`src/rtl/write_arbiter.sv`:
```
// write_arbiter: round-robin ingress arbiter that streams one granted port's packet into SRAM.
// Latency: a request seen in IDLE is granted next cycle; an accepted beat reaches wea/link one cycle later; commit arrives with the last write.
// Backpressure: wr_ready tracks free-list availability, so a port is stalled while the free list is empty, with no beat loss.
//
// Ports:
//   clk, rst                 clock, synchronous active-high reset
//   i_wr_sop/prio/vld/eop    per-port packet request, priority, beat valid, last-beat marker
//   i_wr_data                per-port beat data
//   o_wr_ready               one-hot grant/accept (combinational)
//   i_free_addr/empty        head of the manager's free list, list-empty flag
//   o_free_pop               pop the free list (combinational, once per accepted beat)
//   o_wea/addr/data_write    registered SRAM write port
//   o_link_*                 registered link record for the address just written
//   o_pkt_commit/commit_len  one-hot per-priority commit pulse and packet beat count

module write_arbiter #(
  parameter int num_of_ports       = 16,
  parameter int num_of_priorities  = 8,
  parameter int priority_width     = 3,
  parameter int address_width      = 12,
  parameter int arbiter_data_width = 64,
  parameter int len_width          = 8
) (
  input  logic                                       clk,
  input  logic                                       rst,
  input  logic [num_of_ports-1:0]                    i_wr_sop,
  input  logic [num_of_ports*priority_width-1:0]     i_wr_prio,
  input  logic [num_of_ports-1:0]                    i_wr_vld,
  input  logic [num_of_ports-1:0]                    i_wr_eop,
  input  logic [num_of_ports*arbiter_data_width-1:0] i_wr_data,
  output logic [num_of_ports-1:0]                    o_wr_ready,
  input  logic [address_width-1:0]                   i_free_addr,
  input  logic                                       i_free_empty,
  output logic                                       o_free_pop,
  output logic                                       o_wea,
  output logic [address_width-1:0]                   o_addr_write,
  output logic [arbiter_data_width-1:0]              o_data_write,
  output logic                                       o_link_valid,
  output logic [priority_width-1:0]                  o_link_prio,
  output logic [address_width-1:0]                  o_link_addr,
  output logic                                       o_link_last,
  output logic [num_of_priorities-1:0]               o_pkt_commit,
  output logic [len_width-1:0]                       o_commit_len
);

  localparam int PORT_W = (num_of_ports > 1) ? $clog2(num_of_ports) : 1;

  typedef enum logic [1:0] {
    IDLE   = 2'd0,
    STREAM = 2'd1,
    DONE   = 2'd2
  } state_t;

  state_t                    r_state;
  logic [PORT_W-1:0]         r_grant;
  logic [PORT_W-1:0]         r_last_grant;
  logic [priority_width-1:0] r_cur_prio;
  logic [len_width-1:0]      r_beat_cnt;

  logic                          w_found;
  logic [PORT_W-1:0]             w_winner;
  logic [PORT_W-1:0]             w_idx;
  logic [priority_width-1:0]     w_winner_prio;
  logic                          w_stream;
  logic                          w_beat_vld;
  logic                          w_beat_eop;
  logic [arbiter_data_width-1:0] w_beat_data;
  logic                          w_accept;
  logic [len_width-1:0]          w_cnt_inc;

  // Round-robin search: start one past the previous winner and take the first requester.
  always_comb begin
    w_found  = 1'b0;
    w_winner = r_last_grant;
    w_idx    = r_last_grant;
    for (int i = 1; i <= num_of_ports; i++) begin
      w_idx = PORT_W'((int'(r_last_grant) + i) % num_of_ports);
      if (!w_found && i_wr_sop[w_idx]) begin
        w_winner = w_idx;
        w_found  = 1'b1;
      end
    end
  end

  assign w_winner_prio = i_wr_prio[w_winner*priority_width +: priority_width];
  assign w_beat_vld    = i_wr_vld[r_grant];
  assign w_beat_eop    = i_wr_eop[r_grant];
  assign w_beat_data   = i_wr_data[r_grant*arbiter_data_width +: arbiter_data_width];

  // rst gates the combinational handshake so ready/pop stay low while reset is held,
  // even on the first reset cycle when the state register is still mid-packet.
  assign w_stream = (r_state == STREAM) && !rst;
  assign w_accept = w_stream && !i_free_empty && w_beat_vld;

  always_comb begin
    o_wr_ready = '0;
    if (w_stream && !i_free_empty) begin
      o_wr_ready[r_grant] = 1'b1;
    end
  end

  assign o_free_pop = w_accept;

  // Beat count saturates instead of wrapping so long packets report the maximum length.
  assign w_cnt_inc = (r_beat_cnt == {len_width{1'b1}}) ? r_beat_cnt : r_beat_cnt + 1'b1;

  always_ff @(posedge clk) begin
    if (rst) begin
      r_state      <= IDLE;
      r_grant      <= '0;
      r_last_grant <= PORT_W'(num_of_ports - 1);
      r_cur_prio   <= '0;
      r_beat_cnt   <= '0;
      o_wea        <= 1'b0;
      o_addr_write <= '0;
      o_data_write <= '0;
      o_link_valid <= 1'b0;
      o_link_prio  <= '0;
      o_link_addr  <= '0;
      o_link_last  <= 1'b0;
      o_pkt_commit <= '0;
      o_commit_len <= '0;
    end else begin
      o_wea        <= 1'b0;
      o_link_valid <= 1'b0;
      o_pkt_commit <= '0;
      case (r_state)
        IDLE: begin
          if (w_found) begin
            r_grant      <= w_winner;
            r_last_grant <= w_winner;
            r_cur_prio   <= w_winner_prio;
            r_beat_cnt   <= '0;
            r_state      <= STREAM;
          end
        end
        STREAM: begin
          if (w_accept) begin
            o_wea        <= 1'b1;
            o_link_valid <= 1'b1;
            o_addr_write <= i_free_addr;
            o_link_addr  <= i_free_addr;
            o_data_write <= w_beat_data;
            o_link_prio  <= r_cur_prio;
            o_link_last  <= w_beat_eop;
            r_beat_cnt   <= w_cnt_inc;
            if (w_beat_eop) begin
              // Commit lands in DONE, the same cycle as the final write.
              o_pkt_commit[r_cur_prio] <= 1'b1;
              o_commit_len             <= w_cnt_inc;
              r_state                  <= DONE;
            end
          end
        end
        DONE: begin
          r_state <= IDLE;
        end
        default: begin
          r_state <= IDLE;
        end
      endcase
    end
  end

endmodule

```
`config.mk`:
```
export PLATFORM = sky130hd
export DESIGN_NAME = write_arbiter
export DESIGN_NICKNAME = d
export VERILOG_FILES = /design/src/rtl/write_arbiter.sv
export SDC_FILE = /design/constraint.sdc
export NUM_CORES = 1
export LEC_CHECK = 0
export BUFFER_PORTS_ARGS = -buffer_cell sky130_fd_sc_hd__buf_2
export CORE_AREA = 2 2 485 487
export DETAILED_ROUTE_END_ITERATION = 10
export DIE_AREA = 0 0 487 489
export HOLD_SLACK_MARGIN = 0.06
export PLACE_DENSITY = 0.3
export SLEW_MARGIN = 20
export SYNTH_ARGS = -nofsm -noshare
export SYNTH_HDL_FRONTEND = slang
export SYNTH_SLANG_ARGS = --single-unit
```
`constraint.sdc`:
```
create_clock -name clk -period 6.45 [get_ports clk]
set_clock_uncertainty 0.2 [all_clocks]
set_input_delay 0.9675 -clock clk [delete_from_list [all_inputs] [get_ports clk]]
set_output_delay 0.9675 -clock clk [all_outputs]
set_load 0.02 [all_outputs]
```
==> results.cfg <==
[synth]
ys_ff_latch = 118
yosys.area.top_type = mux4_2
synthTopCellsByArea = mux4_2, dfxtp_1, nand2_1
synth-edff-count = 0
avgSynthCellArea_um2 = 11.10
async_reset_ff_share_pct = 0
syn_area_um2 = 15850
synth_nets = 2572
ys_seq_area_share_pct = 14.90
synth_cell_type_count = 73
yosysMostFrequentCell = mux4_2
yosys-top-cells-count = mux4_2, nand2_1, dfxtp_1, a21oi_1, clkbuf_1
synth_top_cell_area_share_pct = 51.99
ys.flop_type = dfxtp_1
yosys_warnings = 0
synth_cells = 1428

[setup_path]
cp.arrival_ns = 6.01
crit_fanout = 26
critPathLaunchType = register
slowest_delay_ns = 1.03
critPathBufInv = 1
cp.required_ns = 6.64
crit_top_cell = mux2_2
crit_path_cell_trace = inv_1 -> ha_1 -> mux2_2 -> mux4_2 -> mux2_2 -> nand2b_1 -> or2_1 -> o32ai_1 -> nor2_1 -> a311oi_1 -> mux2_2 -> o22ai_1 -> a211oi_1 -> o31ai_2
cp-end-kind = register
cp_slowest_cell = ha_1
crit_family = multiplexers
worstSetupPathType = reg2reg

[floorplan]
die_area_um2 = 238100
fp.dieW_um = 487
ios = 1262
core-area_um2 = 233600
placementRows = 178
start_util_pct = 6.786
die_y_um = 489

[sta]
post-route-period-util_pct = 90.12
setup_viol = 0
slew_viol_final = 0
hold_violations = 0
worst_pin_slew_ns = 1.085
fin_setup_tns_ns = 0
fmax_mhz = 172.0
final.min_clock_period_ns = 5.813
rsz0062_at_grt = no
maxSlewHeadroom_pct = 27.65

[detailed_routing]
dr.pass1.iters = 5
first_iter_violations = 1420
wl_per_cell_um = 28.20
via_count = 19591
drc = 0
routed_wirelength_um = 160300
final_antenna_net_count = 0
routed_via_density = 3.446

[power_and_ir_drop]
internal_power_w = 0.004561
power.density_nw_per_um2 = 358.7
switching_share_pct = 51.58
pwr-share-comb_pct = 77.7
ir_worst_vdd_mv = 0.2909
switching_power_w = 0.004859
p_leak_nw = 10.08
seqPwrFrac_pct = 10.4
pwr-share-clk_pct = 11.9

[worst_hold_path]
hold_path.class = reg2reg

[final_layout]
drive_gt1_share_pct = 67.21
multiInputGateArea_um2 = 12730
final-seq-area_um2 = 2379
area_growth_pct = 65.63
layout.nets = 3720
fillCellCount = 27048
final_cells = 5685

[outcome]
status = completed

[clock_network]
ctsHoldBuffers = 0
cts_tree = done
clockBufferDepth = 2
clock_sinks = 118
cts_max_level = 4
cts.repair.resized = 0
post_cts_buffers = 0
clkTransAtPathRegs_ns = 0.08
root_buffer = clkbuf_16
clock_latency_ns = 0.54
cts_buffers = 17

[global_routing]
antenna_found_initial = 156
grt_overflow = 0
first_global_vias = 19254
grt_max_degree = 121
grtUsageTotal_pct = 12.89
grt_pass1_wl_um = 200200

[placed_design]
place_hpwl_um = 141100
dp_cells = 5617
io_buffers = 1261
routabilityCongestion = 0.8850

[flow_run]
max_cap_violations = 0
## sequential cells by signal, summed over array words and instances, names as in the netlist
name,cells
r_grant,4
o_link_last,1
o_link_valid,1
r_last_grant,4
o_link_addr,12
o_data_write,64
r_cur_prio,3
o_pkt_commit,8
o_commit_len,8
r_state,2
r_beat_cnt,8
o_link_prio,3
## final timing paths
kind / start / end / slack [ns] / depth (start not counted)
worst max-delay path: r_last_grant[1]$_SDFFE_PP1P_ / r_cur_prio[0]$_SDFFE_PP0P_ / 0.64 / 14
worst min-delay path: o_data_write[62]$_SDFFE_PP0P_ / o_data_write[62]$_SDFFE_PP0P_ / 0.25 / 2
worst max register to register: r_last_grant[1]$_SDFFE_PP1P_ / r_cur_prio[0]$_SDFFE_PP0P_ / 0.64 / 14
worst min register to register: o_data_write[62]$_SDFFE_PP0P_ / o_data_write[62]$_SDFFE_PP0P_ / 0.25 / 2
## power by group through the flow
stage / clock network, W / registers, W / logic, W
6_report: 0.00112 / 0.000981 / 0.00732
5_1_grt: 0.00125 / 0.00101 / 0.00785
4_1_cts: 0.00124 / 0.000995 / 0.00746
3_5_place_dp: 0 / 0.00101 / 0.00743
3_3_place_gp: 0 / 0.00101 / 0.00749
2_1_floorplan: 0 / 0.000890 / 0.00495
## metal layers
layer	GRT usage [%]	share of wire [%]
met3	4.587	9.5
met4	2.615	1.9
met1	15.50	39
met2	21.99	49
met5	0	0.25
## layout by cell type (no fill, tap or decap), types with 6 or more instances in the layout
cell | Yosys | final
a311oi_1 | 12 | 12
mux2_2 | 29 | 29
nor2b_1 | 6 | 6
buf_2 | 9 | 1260
diode_2 | 0 | 36
inv_1 | 9 | 9
nand3_1 | 20 | 20
inv_6 | 0 | 9
nor2_1 | 69 | 69
nand2b_1 | 13 | 12
xnor2_1 | 8 | 8
ha_1 | 9 | 9
dfxtp_1 | 118 | 113
mux2i_1 | 24 | 24
mux2_1 | 16 | 16
mux4_2 | 366 | 366
xor2_1 | 7 | 7
a211oi_1 | 14 | 14
nor3_1 | 20 | 20
a21oi_1 | 110 | 110
buf_4 | 13 | 28
a22oi_1 | 20 | 20
and4_1 | 12 | 12
clkbuf_16 | 0 | 17
nand2_1 | 268 | 268
o22ai_1 | 8 | 8
o21ai_0 | 17 | 17
## area by class of cell
type	count	share of cell area, %
multi-input combinational	1136	48.47
timing repair buffer	1293	25.16
tap	3060	14.58
sequential	118	9.058
clock buffer	17	1.620
clock inverter	15	0.6051
antenna	36	0.3431
inverter	10	0.1620
## worst min-delay path: cells and delay by family (launching register included)
family	cells	cell delay (ns)
simple gates	1	0.05
compound gates	1	0.05
flops	1	0.31
## per-stage QoR
stage | utilization, % | worst slack (ns) | hold WS [ns] | total power (W) | area (µm²)
floorplan | - | 1.025 | 0.2535 | 0.005841 | 15850
global placement | 10.95 | 0.7766 | 0.2412 | 0.008499 | 25580
detailed placement | 10.95 | 0.7095 | 0.2435 | 0.008447 | 25580
CTS | 11.20 | 0.7038 | 0.2548 | 0.009695 | 26170
global route | 11.21 | 0.4025 | 0.2675 | 0.01011 | 26200
finish | 11.24 | 0.6375 | 0.2512 | 0.009420 | 26260
## cell families after synthesis
logic type                 synth area share [%]
and+or+nand+nor                           12.44
muxes                                     56.85
AOI/OAI and AO/OA                         9.399
buffers and inverters                     4.877
DFF                                       14.90
xor gates and xnor gates                 0.8287
adders and majority gates                0.7103
No activity file was read; power rests on OpenSTA's default activity.
